`src/rtl/arith_pkg.sv`:
```
// Shared definitions for the bit-serial arithmetic blocks: FSM state encoding.
package arith_pkg;

    localparam int unsigned STATE_W = 2;

    localparam logic [STATE_W-1:0] IDLE = 2'd0;
    localparam logic [STATE_W-1:0] RUN  = 2'd1;
    localparam logic [STATE_W-1:0] DONE = 2'd2;

endpackage

```
`src/rtl/full_subtractor_cell.sv`:
```
// One-bit full subtractor: diff = a - b - borrow_in, with borrow out.
module full_subtractor_cell (
    input  logic a,
    input  logic b,
    input  logic borrow_in,
    output logic diff,
    output logic borrow_out
);

    assign diff       = a ^ b ^ borrow_in;
    assign borrow_out = (~a & b) | (~(a ^ b) & borrow_in);

endmodule

```
`src/rtl/serial_subtractor.sv`:
```
// Bit-serial WIDTH-bit subtractor, LSB first, with valid/ready on both sides.
// Optional signed overflow output enabled by defining SERIAL_SUB_OVERFLOW_EN.
module serial_subtractor
    import arith_pkg::*;
#(
    parameter int unsigned WIDTH = 8
) (
    input  logic             clk,
    input  logic             rst,
    input  logic             in_valid,
    output logic             in_ready,
    input  logic [WIDTH-1:0] a,
    input  logic [WIDTH-1:0] b,
    input  logic             borrow_in,
    output logic             out_valid,
    input  logic             out_ready,
    output logic [WIDTH-1:0] diff,
`ifdef SERIAL_SUB_OVERFLOW_EN
    output logic             borrow_out,
    output logic             overflow
`else
    output logic             borrow_out
`endif
);

    localparam int unsigned      CNT_W    = $clog2(WIDTH);
    localparam int unsigned      RES_W    = WIDTH - 1;
    localparam logic [CNT_W-1:0] CNT_LAST = CNT_W'(WIDTH - 1);

    logic [STATE_W-1:0] r_state;
    logic [STATE_W-1:0] w_state_nxt;
    logic [WIDTH-1:0]   r_a;
    logic [WIDTH-1:0]   r_b;
    logic [RES_W-1:0]   r_res;
    logic [CNT_W-1:0]   r_cnt;
    logic               r_br;
    logic               w_accept;
    logic               w_last;
    logic               w_d;
    logic               w_br_nxt;
    logic               w_in_ready_nxt;
    logic               w_out_valid_nxt;

    assign w_accept = in_valid && in_ready;
    assign w_last   = (r_state == RUN) && (r_cnt == CNT_LAST);

    full_subtractor_cell u_cell (
        .a          (r_a[0]),
        .b          (r_b[0]),
        .borrow_in  (r_br),
        .diff       (w_d),
        .borrow_out (w_br_nxt)
    );

    // State register, handshake outputs registered alongside it
    always_ff @(posedge clk or posedge rst) begin
        if (rst) begin
            r_state   <= IDLE;
            in_ready  <= 1'b1;
            out_valid <= 1'b0;
        end else begin
            r_state   <= w_state_nxt;
            in_ready  <= w_in_ready_nxt;
            out_valid <= w_out_valid_nxt;
        end
    end

    always_comb begin
        w_state_nxt = r_state;
        case (r_state)
            IDLE:    if (w_accept) w_state_nxt = RUN;
            RUN:     if (r_cnt == CNT_LAST) w_state_nxt = DONE;
            DONE:    if (out_valid && out_ready) w_state_nxt = IDLE;
            default: w_state_nxt = IDLE;
        endcase
    end

    always_comb begin
        w_in_ready_nxt  = 1'b0;
        w_out_valid_nxt = 1'b0;
        w_in_ready_nxt  = (w_state_nxt == IDLE);
        w_out_valid_nxt = (w_state_nxt == DONE);
    end

    // Operand shifters, borrow flop, counter; result published only on the last bit
    always_ff @(posedge clk or posedge rst) begin
        if (rst) begin
            r_a        <= '0;
            r_b        <= '0;
            r_res      <= '0;
            r_br       <= 1'b0;
            r_cnt      <= '0;
            diff       <= '0;
            borrow_out <= 1'b0;
        end else if (w_accept) begin
            r_a   <= a;
            r_b   <= b;
            r_br  <= borrow_in;
            r_cnt <= '0;
        end else if (r_state == RUN) begin
            r_a   <= {1'b0, r_a[WIDTH-1:1]};
            r_b   <= {1'b0, r_b[WIDTH-1:1]};
            r_res <= RES_W'({w_d, r_res} >> 1);
            r_br  <= w_br_nxt;
            if (w_last) begin
                diff       <= {w_d, r_res};
                borrow_out <= w_br_nxt;
            end else begin
                r_cnt <= r_cnt + CNT_W'(1);
            end
        end
    end

`ifdef SERIAL_SUB_OVERFLOW_EN
    // On the last bit r_a[0]/r_b[0] hold the original operand MSBs
    always_ff @(posedge clk or posedge rst) begin
        if (rst) begin
            overflow <= 1'b0;
        end else if (w_last) begin
            overflow <= (r_a[0] != r_b[0]) && (w_d != r_a[0]);
        end
    end
`endif

endmodule

```
`config.mk`:
```
export PLATFORM = sky130hd
export DESIGN_NAME = serial_subtractor
export DESIGN_NICKNAME = d
export VERILOG_FILES = /design/src/rtl/arith_pkg.sv /design/src/rtl/full_subtractor_cell.sv /design/src/rtl/serial_subtractor.sv
export SDC_FILE = /design/constraint.sdc
export NUM_CORES = 1
export LEC_CHECK = 0
export BUFFER_PORTS_ARGS = -buffer_cell sky130_fd_sc_hd__buf_2
export CAP_MARGIN = 20
export CORE_ASPECT_RATIO = 0.5
export CORE_MARGIN = 10
export CORE_UTILIZATION = 51
export CTS_BUF_LIST = sky130_fd_sc_hd__clkbuf_2
export DETAILED_ROUTE_END_ITERATION = 8
export PLACE_DENSITY = 0.77
export SYNTH_ARGS = -nofsm -noshare
export SYNTH_HDL_FRONTEND = slang
export SYNTH_SLANG_ARGS = --single-unit
export TNS_END_PERCENT = 30
```
`constraint.sdc`:
```
create_clock -name clk -period 1.41 [get_ports clk]
set_input_delay 0.2115 -clock clk [delete_from_list [all_inputs] [get_ports clk]]
set_output_delay 0.2115 -clock clk [all_outputs]
set_load 0.01 [all_outputs]
```
Yosys cells after proc, flatten, opt, wreduce, memory -nomap -nowiden
Index checks and enable logic that the tools add are counted.
{ "classes": {"addsub": 1, "eq_ne": 5, "mux": 13, "bitwise": 8, "n_reduce_logical": 9} }
{ "ops": {"columns": ["operator", "n"], "rows": [
  ["two-way mux 8 bit", 4],
  ["two-way mux 3 bit", 3],
  ["two-way mux 2 bit", 3],
  ["case mux 2 bit (3 select lines)", 1],
  ["== test 2 bit (second input constant)", 2],
  ["zero test 2 bit", 2],
  ["AND reduction 2 bit", 2],
  ["adder 3 x 1 -> 3 bit (second input constant)", 1],
  ["== test 3 bit (second input constant)", 1],
  ["logical AND 1 bit", 3],
  ["inverter 1 bit", 3],
  ["AND reduction 3 bit", 1],
  ["AND 1 bit", 2],
  ["== test 2 x 1 -> 1 bit (second input constant)", 1],
  ["two-way mux 1 bit", 2],
  ["inequality test 2 bit (second input constant)", 1],
  ["nonzero test 2 bit", 1],
  ["bitwise XOR 1 bit", 2],
  ["OR 1 bit", 1]
]} }
{ "totals": {"register_bits": 40, "input_bits": 21, "output_inout_bits": 11, "elab_cells": 46} }

Longest topological paths before layout
Gate-level depths: netlist of run 1.
{ "logic_depth": {"word_depth": 6, "ltp_mapped": 5} }

By module
Synthesis of run 1 repeated with hierarchy kept, for this count alone.
{ "hier_totals": {"cells_unflattened": 137, "area_unflattened_um2": 1785.5} }
{ "modules_own_cells": {"columns": ["module", "n_inst", "cells_per_inst", "area_per_inst_um2", "seq_area_each_um2"], "rows": [
  ["serial_subtractor", 1, 133, 1754.2, 1002.2],
  ["full_subtractor_cell", 1, 4, 31.3, 0.0]
]} }

Least setup slack after synthesis of run 1
No wires, ideal clock.
{ "synth_timing": {"path_kind": "reg2reg", "startpoint": "reg r_cnt[0]", "endpoint": "reg r_cnt[1]", "arrival_ps": 1357, "t_required_ps": 1278, "slack_ps": -78, "stages_incl_launch_ff": 6, "n_path_buf": 0, "period_less_slack_ps": 1488, "cell_sequence": "dfrtp_1 > ha_1 > ha_1 > nor3b_2 > mux2i_1 > nor2_1"} }
{ "synth_between": {"elab_chain_cells": 4} }
{ "synth_rtl": {"columns": ["item", "line_no", "source"], "rows": [
  ["from (decl)", "serial_subtractor.sv:35", "logic [CNT_W-1:0] r_cnt;"],
  ["from (signal assigned)", "serial_subtractor.sv:109", "r_cnt <= r_cnt + CNT_W'(1);"],
  ["adder 3 x 1 -> 3 bit / == test 3 bit (equally long branches)", "serial_subtractor.sv:109, serial_subtractor.sv:45", null],
  ["two-way mux 3 bit / logical AND 1 bit (equally long branches)", "serial_subtractor.sv:105, serial_subtractor.sv:45", null],
  ["two-way mux 3 bit / inequality test 2 bit (equally long branches)", null, null],
  ["two-way mux 3 bit / AND reduction 2 bit (equally long branches)", null, null]
]} }
Parallel ways exist; a longest one is shown, timed or not. The select of a mux whose other input is x is not followed.
A chain may end at the register's enable or synchronous reset.

Final worst setup path of run 1
{ "layout_timing": {"startpoint": "reg r_cnt[1]", "endpoint": "reg r_cnt[1]"} }
The elaborated chain is that of the path after synthesis.

==> metrics.log, run 1 <==
INFO  metric pin_count = 32
INFO  metric post-synth-top-count-cell = dfrtp_1
INFO  metric detailed_place_hpwl = 2200 µm
INFO  metric power.net_switching = 1.48 mW
INFO  metric synth_top_area_cell = dfrtp_1
INFO  metric period_needed = 1410 ps
INFO  metric synth_top_area_share = 56.2%
INFO  metric coreArea = 3140 µm²
INFO  metric global_route_wire_length_before_repair = 5060 µm
INFO  metric worstPathRequired = 1690 ps
INFO  metric antenna_found_initial = 0
INFO  metric placementRows = 14
INFO  metric drt_iter0_markers = 29
INFO  metric max-vdd-ir-drop = 0.790 mV
INFO  metric dp_slack = -15.8 ps
INFO  metric timing.final.hold_violations = 0
INFO  metric floorplan.initialDensity = 55.3%
INFO  metric p_clk_share = 11.1%
INFO  metric status = completed
INFO  metric die_area = 6280 µm²
INFO  metric fin_util = 67.1%
INFO  metric hp-class = primary input to register
INFO  metric routed_wire_length_per_instance = 13.8 µm
INFO  metric reg2reg_slack = 2 ps
INFO  metric synth_flop_cell = dfrtp_1
INFO  metric grt_setup_unrepaired = yes
INFO  metric critPathTopFamily = flip-flops
INFO  metric post_synth_main_area_contributors = dfrtp_1 (56%), mux2i_1 (10%), mux2_2 (9.1%)
INFO  metric leakage = 1.05 nW
INFO  metric report.final.slew_viol_count = 0
INFO  metric sort_of_element_at_the_end_of_the_critical_path = register
INFO  metric finalWirelength = 3100 µm
INFO  metric crit-reg2reg-launch = r_cnt[1]
INFO  metric detail-route-antenna-nets = 0
INFO  metric drc_errors = 0
INFO  metric fmax = 710 MHz
INFO  metric layout.filler_cells = 258
INFO  metric n_antenna_cell = 0
INFO  metric path_cells = ha_2 -> ha_4 -> nor3b_4 -> mux2i_1 -> nor2_1
INFO  metric powerDensity = 2030 nW/µm²
INFO  metric synth_edf_count = 0
INFO  metric critical_path_depth = 5
INFO  metric final_nets = 208
INFO  metric gr-usage-all-layers = 10.2%
INFO  metric rr_endpoint = r_cnt[1]
INFO  metric register_area = 1000 µm²
INFO  metric syn-cell-area = 1740 µm²
INFO  metric cts_root_buffer = clkbuf_2
INFO  metric synth_seq_area_share = 57.8%
INFO  metric multi_input_combinational_cell_area = 702 µm²
INFO  metric grt-ovfl-total = 0
INFO  metric synth_async_reset_ratio = 100%
INFO  metric grt_pass1_vias = 1,132
INFO  metric classification_of_the_worst_setup_path = register to register
INFO  metric firstDrtPassIters = 4
INFO  metric final_min_period_over_clock_period = 99.8%
INFO  metric fp.dieH = 61.3 µm
INFO  metric worst-r2r-cell-count = 5
INFO  metric cpPeakStageDelay = 420 ps
INFO  metric timing.critical_path.arrival = 1690 ps
INFO  metric share_comb_of_total_power = 42.9%
INFO  metric clock_insertion_delay_worst_skew = 360 ps
INFO  metric clk_pin_slew_worst_setup_hold_paths = 190 ps
INFO  metric critical-path-slowest-cell = dfrtp_1
INFO  metric cts_buffer_depth = 2
INFO  metric layout-drive-gt1-share = 36.8%
INFO  metric crit_fanout = 4
INFO  metric max-cap-violations = 0
INFO  metric routabilityCongestion = 0.706
INFO  metric timing.final.ws_setup = 2.14 ps
INFO  metric areaGrowthSynthToFinish = 21.2%
INFO  metric synth.ff_latch_count = 40
INFO  metric tightestPinTransition = 500 ps
INFO  metric tritoncts = yes
INFO  metric setup_failing_eps_final = 0
INFO  metric die_x_extent = 102 µm
INFO  metric fin_worst_skew = 9.88 ps
INFO  metric synthesis.nets = 162
INFO  metric quantity_of_i_o_buffers_inserted_on_ports = 31
INFO  metric power_frac_seq = 46.0%
INFO  metric htree_levels = 2
INFO  metric grt_max_degree = 41
INFO  metric internal_power = 2.79 mW
INFO  metric ys_top_cells_by_count = dfrtp_1 (39), mux2i_1 (18), nand2_1 (17)
INFO  metric switching_share_of_power = 34.7%
INFO  metric drt-vias-per-instance = 5.09
INFO  metric cts.sink_count = 40
INFO  metric synth_cell_type_count = 25
INFO  metric crit_path_start = r_cnt[1]
INFO  metric worst_setup_path_endpoint = r_cnt[1]
INFO  metric post_synth_inst_count = 138
INFO  metric vias = 1,146
INFO  metric slew_headroom = 66.7%
INFO  metric worstSetupStartpointType = register
INFO  metric numCtsBuffers = 5
INFO  metric synthesis.yosys.warnings = 0
INFO  metric total_power = 4.28 mW
INFO  metric cp_num_buf_inv = 0
INFO  metric synth_area_per_cell = 12.6 µm²
## metal layers
metal	GRT usage, %	routed length, µm	up-vias
li1	-	-	569
met1	11.9	1390	551
met2	17.4	1540	24
met3	3.35	160	2
met4	4.18	12	0
met5	0	0	-
## cells by family (layout without fill, tap and decap cells)
logic type,count (synthesis),count (layout),synth area share (%)
muxes,32,32,19.5
xor gates and xnor gates,1,1,0.505
adders and majority gates,3,3,2.60
buffers and inverters,10,57,3.53
AOI/OAI and AO/OA,22,22,7.28
and+or+nand+nor,30,30,8.87
DFF,40,40,57.8
## layout by cell type, fill, tap and decap left out, types with 2 or more instances in the layout
cell           netlist  layout
a21oi_1              2       2
a22o_1               4       4
buf_2                1      31
buf_4                0       7
clkbuf_2             0       7
dfrtp_1             39      39
dlygate4sd3_1        0       6
inv_1                3       3
mux2_2              14      13
mux2i_1             18      18
nand2_1             17      17
nor2_1               5       5
o21ai_0             15      15
## area by class of cell
type	instances	share of cell area, %
multi-input cells	88	33.4
inverters	3	0.535
clock inverters	1	0.178
repair buffers	46	14.2
flip-flops and latches	40	47.7
well taps	40	2.38
clock buffers	7	1.67
## power by group through the flow
stage               sequential (mW)  clock (mW)  combinational (mW)
floorplan                      2.01           0                1.34
CTS                            1.97       0.503                1.83
global placement               1.98           0                1.75
detailed placement             2.00           0                1.81
global route                   2.04       0.562                2.05
finish                         1.97       0.477                1.83
## stage by stage
stage / area, µm² / setup TNS, ps / instances / hold slack (ps)
after floorplan: 1760 / 0 / 138 / 328
after global placement: 1980 / 0 / 209 / 353
after detailed placement: 1980 / -22.1 / 209 / 366
after CTS: 2040 / -29.6 / 220 / 1.31
after global routing: 2100 / -625 / 225 / 1.48
final: 2100 / 0 / 225 / 38.5
## how the worst min path moves through the flow
stage                     startpoint  endpoint  slack (ps)  cells after the start
after floorplan                 a[0]    r_a[0]         330                      2
after global placement           rst   diff[0]         350                      3
after detailed placement         rst   diff[0]         370                      3
after CTS                       b[5]    r_b[5]           1                      3
after global routing            b[6]    r_b[6]           1                      3
final                           b[6]    r_b[6]          40                      3
## tightest hold or removal path, cell delays in order
cell	delay, ps
buf_2	80
nand2_1	30
o21ai_0	60
## timing repair
action,in CTS,in global routing
setup endpoints to repair,2,22
gates resized for setup,0,3
hold buffers,2,4
pin swaps,2,2
gates cloned,0,0
endpoints found under the hold margin,40,4
buffers inserted,1,1
## registers in the layout (all words and copies together), names as in the netlist
| signal | cells |
|---|---|
| r_state | 2 |
| r_br | 1 |
| diff | 8 |
| r_a | 8 |
| out_valid | 1 |
| r_cnt | 3 |
| r_b | 8 |
| borrow_out | 1 |
| r_res | 7 |
| in_ready | 1 |
Note: power is estimated with default switching activity, not from simulation.
==> inputs of run 2 (changes only) <==
- PLACE_DENSITY: 0.77 -> 0.75
==> run 2 against run 1 <==
The run now ends with setup timing left. Via count increased by 2.7%. Flip-flop and latch count unchanged. Setup slack got worse by 33 ps. Sequential share of layout area decreased by 2.5 points. First-iteration DRC count decreased by 28%. Power increased by 7.5%. Critical endpoint is now r_cnt[2]. Largest cell class unchanged. Highest routed layer unchanged.
==> metrics.log, run 2 (synthesized netlist as in run 1, its figures left out) <==
INFO  metric status = finished, violations left
INFO  metric failing_checks = setup timing
INFO  metric leading_cell_type_in_the_layout_fill_and_taps_excluded = dfrtp_1
INFO  metric vias = 1,177 (+2.7%)
INFO  metric drt-vias-per-instance = 5.07 (-0.39%)
INFO  metric fin_util = 70.8% (+3.8 points)
INFO  metric cts_root_buffer = clkbuf_2
INFO  metric pin_count = 32 (unchanged)
INFO  metric die_area = 6280 µm² (unchanged)
INFO  metric max-cap-violations = 0 (unchanged)
INFO  metric finalWirelength = 3500 µm (+13%)
INFO  metric routabilityCongestion = 0.690 (-2.4%)
INFO  metric final_min_period_over_clock_period = 102% (+2.3 points)
INFO  metric final_nets = 215 (+3.4%)
INFO  metric worstSetupStartpointType = register
INFO  metric routed_wire_length_per_instance = 15.1 µm (+9.4%)
INFO  metric antenna_found_initial = 0 (unchanged)
INFO  metric report.final.slew_viol_count = 0 (unchanged)
INFO  metric floorplan.initialDensity = 55.3% (unchanged)
INFO  metric top_usage_layer = met2
INFO  metric crit_fanout = 3 (-1)
INFO  metric powerDensity = 2070 nW/µm² (+1.8%)
INFO  metric critPathTopFamily = flip-flops
INFO  metric layout.filler_cells = 239 (-7.4%)
INFO  metric grt_setup_unrepaired = yes
INFO  metric timing.critical_path.arrival = 1760 ps (+70 ps)
INFO  metric global_route_wire_length_before_repair = 5780 µm (+14%)
INFO  metric slew_headroom = 82.2% (+16 points)
INFO  metric firstDrtPassIters = 4 (unchanged)
INFO  metric setup_failing_eps_final = 2 (+2)
INFO  metric grt_max_degree = 41 (unchanged)
INFO  metric fp.dieH = 61.3 µm (unchanged)
INFO  metric grt_pass1_vias = 1,253 (+11%)
INFO  metric finalHoldWorstSlack = 17.9 ps (-20.6 ps)
INFO  metric leakage = 1.10 nW (+4.5%)
INFO  metric cts_buffer_depth = 2 (unchanged)
INFO  metric htree_levels = 2 (unchanged)
INFO  metric gr-usage-all-layers = 12.1% (+1.8 points)
INFO  metric cp_num_buf_inv = 0 (unchanged)
INFO  metric detailed_place_hpwl = 2400 µm (+9.5%)
INFO  metric timing.final.hold_violations = 0 (unchanged)
INFO  metric register_area = 1000 µm² (unchanged)
INFO  metric grt-ovfl-total = 0 (unchanged)
INFO  metric areaGrowthSynthToFinish = 28.0%
INFO  metric path_cells = ha_2 -> ha_4 -> nor3b_4 -> mux2i_1 -> nor2_1
INFO  metric cts.sink_count = 40 (unchanged)
INFO  metric fmax = 694 MHz (-2.3%)
INFO  metric n_antenna_cell = 0 (unchanged)
INFO  metric quantity_of_i_o_buffers_inserted_on_ports = 31 (unchanged)
INFO  metric timing.final.ws_setup = -30.9 ps (-33.0 ps)
INFO  metric reg.largest.list = diff x8, r_a x8, r_b x8
INFO  metric classification_of_the_worst_setup_path = register to register
INFO  metric cpPeakStageDelay = 430 ps (about the same)
INFO  metric layout.cells.most_common_list = dfrtp_1 (39), buf_2 (31), mux2i_1 (18)
INFO  metric critical-path-slowest-cell = dfrtp_1
INFO  metric clk_pin_slew_worst_setup_hold_paths = 200 ps (about the same)
INFO  metric worstPathRequired = 1730 ps (+40 ps)
INFO  metric sort_of_element_at_the_end_of_the_critical_path = register
INFO  metric globalRouteMet1Util = 13.7% (+1.7 points)
INFO  metric hp-class = primary input to register
INFO  metric placed_area = 2010 µm² (+1.6%)
INFO  metric period_needed = 1440 ps (+33.0 ps)
INFO  metric fin_worst_skew = 20.7 ps (+10.8 ps)
INFO  metric use_met3 = 4.13% (+0.78 points)
INFO  metric coreArea = 3140 µm² (unchanged)
INFO  metric tritoncts = yes
INFO  metric multi_input_combinational_cell_area = 702 µm² (unchanged)
INFO  metric design_area = 2220 µm² (+5.6%)
INFO  metric detail-route-antenna-nets = 0 (unchanged)
INFO  metric die_x_extent = 102 µm (unchanged)
INFO  metric numCtsBuffers = 5 (unchanged)
INFO  metric placementRows = 14 (unchanged)
INFO  metric clock_insertion_delay_worst_skew = 410 ps (+50 ps)
INFO  metric max-vdd-ir-drop = 0.980 mV (+24%)
INFO  metric grt.met2_usage = 20.8% (+3.3 points)
INFO  metric drt_iter0_markers = 21 (-28%)
INFO  metric tightestPinTransition = 266 ps (-234 ps)
INFO  metric drc_errors = 0 (unchanged)
INFO  metric layout-drive-gt1-share = 36.5% (-0.30 points)
==> run 2: cell types whose count changed in the layout (fill, tap and decap cells not counted), sizes merged <==
cell and delta:
clkbuf -1, dlygate4sd3 +7, bufinv +1
==> run 2: worst min-delay path, delay by kind of cell <==
family                 cells  cell delay [ps]
AO/OA/AOI/OAI              1               70
buffers and inverters      1               80
AND/OR/NAND/NOR            1               40
==> run 2: what timing repair did <==
| action | CTS | global route |
|---|---|---|
| setup buffers | 1 | 0 |
| resized for setup | 0 | 2 |
| cloned | 0 | 0 |
| pin swaps | 1 | 0 |
| hold endpoints to repair | 48 | 3 |
| endpoints found under the setup margin | 3 | 19 |
| hold buffers | 10 | 3 |
==> run 2: report_power, final <==
group | internal (mW) | switching (mW)
Clock | 0.305 | 0.380
Sequential | 1.68 | 0.302
Combinational | 1.03 | 0.901
Total | 3.01 | 1.58
==> run 2: cell type report <==
class / instances / area share [%]
Sequential cell: 40 / 45.1
Clock inverter: 2 / 1.58
Multi-Input combinational cell: 88 / 31.6
Clock buffer: 6 / 1.35
Tap cell: 40 / 2.25
Timing Repair Buffer: 53 / 17.6
Inverter: 3 / 0.507
==> run 2: per-layer routing <==
| metal | routed length [µm] | share of wire [%] |
|---|---|---|
| met5 | 0 | 0 |
| met4 | 46 | 1.3 |
| met2 | 1750 | 50 |
| met3 | 170 | 4.9 |
| met1 | 1520 | 44 |
==> run 2: path summary, 6_finish.rpt <==
check | end | cells after the start | startpoint | slack [ps]
setup / recovery | r_cnt[2] | 5 | r_cnt[0] | -30
hold / removal | r_a[1] | 3 | a[1] | 20
setup reg to reg | r_cnt[2] | 5 | r_cnt[0] | -30
hold reg to reg | diff[0] | 1 | diff[0] | 520
max in group asynchronous | in_ready | 4 | rst | 770
min in group asynchronous | r_res[2] | 4 | rst | 360
==> run 2: stage by stage <==
step | setup WS, ps | total power, mW | TNS (ps) | std cells
floorplan | 34.5 | 3.34 | 0 | 138
global route | -99.6 | 4.98 | -388 | 232
finish | -30.9 | 4.60 | -57.1 | 232
detailed placement | -34.3 | 3.92 | -66.5 | 210
CTS | -36.3 | 4.61 | -72.6 | 229
global placement | 20.5 | 3.80 | 0 | 210
==> inputs of run 3 (changes only) <==
- PLACE_DENSITY: 0.75 -> default
- PLACE_DENSITY_LB_ADDON: default -> 0.05
==> run 3 against run 2 <==
The run still ends with setup timing left. Register-to-register slack about the same. Wire length is 6.8% lower. Sequential power about the same. Flip-flop and latch count stayed put. First-iteration DRC count rose by 90%. Critical path type unchanged. Highest routed layer unchanged.
==> metrics.log, run 3 (synthesized netlist as in run 1, its figures left out) <==
INFO  metric status = finished, violations left
INFO  metric failing_checks = setup timing
INFO  metric crit-reg2reg-launch = r_cnt[1]
INFO  metric reg2reg_slack = -20 ps (about the same)
INFO  metric cts_buffer_depth = 2 (unchanged)
INFO  metric worst_setup_path_endpoint = r_cnt[1]
INFO  metric max-cap-violations = 0 (unchanged)
INFO  metric layout.cells.most_common_list = dfrtp_1 (39), buf_2 (31), mux2i_1 (18)
INFO  metric worstPathRequired = 1700 ps (-30 ps)
INFO  metric areaGrowthSynthToFinish = 28.3%
INFO  metric routed_wire_length_per_instance = 13.8 µm (-8.4%)
INFO  metric max-vdd-ir-drop = 0.776 mV (-21%)
INFO  metric pin_count = 32 (unchanged)
INFO  metric tritoncts = yes
INFO  metric placementRows = 14 (unchanged)
INFO  metric final_min_period_over_clock_period = 102% (-0.58 points)
INFO  metric total_power = 4.39 mW (-4.6%)
INFO  metric grt.met2_usage = 16.3% (-4.4 points)
INFO  metric drc_errors = 0 (unchanged)
INFO  metric fp.dieH = 61.3 µm (unchanged)
INFO  metric worst-r2r-cell-count = 5 (unchanged)
INFO  metric detailed_place_hpwl = 2150 µm (-11%)
INFO  metric timing.final.hold_violations = 0 (unchanged)
INFO  metric fmax = 698 MHz (+0.57%)
INFO  metric timing.critical_path.arrival = 1720 ps (-40 ps)
INFO  metric crit_path_start = r_cnt[1]
INFO  metric leading_cell_type_in_the_layout_fill_and_taps_excluded = dfrtp_1
INFO  metric firstDrtPassIters = 4 (unchanged)
INFO  metric numCtsBuffers = 5 (unchanged)
INFO  metric global_route_wire_length_before_repair = 5120 µm (-11%)
INFO  metric coreArea = 3140 µm² (unchanged)
INFO  metric grt_pass1_vias = 1,103 (-12%)
INFO  metric slew_headroom = 82.2% (about the same)
INFO  metric reg.largest.list = diff x8, r_a x8, r_b x8
INFO  metric vias = 1,208 (+2.6%)
INFO  metric report.final.slew_viol_count = 0 (unchanged)
INFO  metric setup_failing_eps_final = 4 (+2)
INFO  metric globalRouteMet1Util = 13.0% (-0.64 points)
INFO  metric routabilityCongestion = 0.681 (-1.2%)
INFO  metric clock_insertion_delay_worst_skew = 370 ps (-40 ps)
INFO  metric rr_endpoint = r_cnt[1]
INFO  metric crit_fanout = 4 (+1)
INFO  metric quantity_of_i_o_buffers_inserted_on_ports = 31 (unchanged)
INFO  metric antenna_found_initial = 0 (unchanged)
INFO  metric htree_levels = 2 (unchanged)
INFO  metric fin_util = 71.0% (+0.20 points)
INFO  metric drt-vias-per-instance = 5.12 (+0.89%)
INFO  metric grt_max_degree = 41 (unchanged)
INFO  metric clk_pin_slew_worst_setup_hold_paths = 190 ps (about the same)
INFO  metric finalWirelength = 3260 µm (-6.8%)
INFO  metric period_needed = 1430 ps (-8.18 ps)
INFO  metric detail-route-antenna-nets = 0 (unchanged)
INFO  metric register_area = 1000 µm² (unchanged)
INFO  metric top_usage_layer = met2
INFO  metric n_antenna_cell = 0 (unchanged)
INFO  metric final_nets = 219 (+1.9%)
INFO  metric die_area = 6280 µm² (unchanged)
INFO  metric tightestPinTransition = 266 ps (+0.410 ps)
INFO  metric grt-ovfl-total = 0 (unchanged)
INFO  metric worstSetupStartpointType = register
INFO  metric layout-drive-gt1-share = 36.2% (-0.23 points)
INFO  metric multi_input_combinational_cell_area = 702 µm² (unchanged)
INFO  metric leakage = 1.11 nW (+0.53%)
INFO  metric gr-usage-all-layers = 10.7% (-1.4 points)
INFO  metric sort_of_element_at_the_end_of_the_critical_path = register
INFO  metric die_x_extent = 102 µm (unchanged)
INFO  metric classification_of_the_worst_setup_path = register to register
INFO  metric dp_slack = -36.2 ps (-1.85 ps)
INFO  metric cts.sink_count = 40 (unchanged)
INFO  metric drt_iter0_markers = 40 (+90%)
INFO  metric hp-class = primary input to register
INFO  metric powerDensity = 1970 nW/µm² (-4.9%)
INFO  metric layout.filler_cells = 248 (+3.8%)
INFO  metric grt_setup_unrepaired = yes
INFO  metric cts_root_buffer = clkbuf_2
INFO  metric fin_worst_skew = 20.6 ps (-0.0716 ps)
INFO  metric timing.final.ws_setup = -22.7 ps (+8.17 ps)
INFO  metric floorplan.initialDensity = 55.3% (unchanged)
INFO  metric use_met3 = 4.58% (+0.45 points)
run 3: cell count changes in the layout (fill, tap and decap cells not counted), sizes merged:
cell / previous run / this run
buf: 40 / 43
bufinv: 1 / 0
clkbuf: 6 / 7
dlygate4sd3: 13 / 14
run 3: final cells by class:
cell class,count,area share [%]
Clock buffer,7,1.57
Sequential cell,40,45.0
Tap cell,40,2.25
Multi-Input combinational cell,88,31.5
Timing Repair Buffer,57,19.0
Clock inverter,1,0.169
Inverter,3,0.506
run 3: metrics by stage:
stage | area, µm² | TNS [ps] | hold slack [ps] | instances
after floorplan | 1760 | 0 | 328 | 138
after global placement | 2020 | 0 | 280 | 212
after detailed placement | 2020 | -71.6 | 285 | 212
after CTS | 2150 | -91.3 | 0.255 | 228
after global routing | 2230 | -398 | -2.15 | 236
final | 2230 | -59.4 | 23.0 | 236
run 3: power by group:
group	switching (mW)	total (mW)	internal (mW)	leakage, nW
logic	0.872	1.94	1.07	0.586
registers	0.293	1.97	1.68	0.490
clock network	0.345	0.478	0.133	0.0306
total	1.51	4.39	2.88	1.11
run 3: worst min path at each step:
| stage | startpoint | to | depth (start not counted) |
|---|---|---|---|
| 6_report | a[0] | r_a[0] | 3 |
| 5_1_grt | a[7] | r_a[7] | 2 |
| 4_1_cts | b[2] | r_b[2] | 3 |
| 3_5_place_dp | rst | diff[0] | 3 |
| 3_3_place_gp | rst | diff[1] | 3 |
| 2_1_floorplan | a[0] | r_a[0] | 2 |
run 3: routing by layer:
metal  vias up  routed length [µm]
met5         -                   0
met4         0                  35
met3         4                 221
met2        29                1560
met1       580                1440
li1        595                   -
run 3: worst max-delay path: stages (launching register included):
cell and delay, ps:
dfrtp_1 420, ha_2 200, ha_4 180, nor3b_4 270, mux2i_1 220, nor2_1 60
run 3: timing repair:
item	in CTS	in global routing
hold endpoints to repair	46	6
hold buffers	8	6
pin swaps	2	2
resized for setup	1	1
setup endpoints to repair	6	16
buffers inserted	0	2
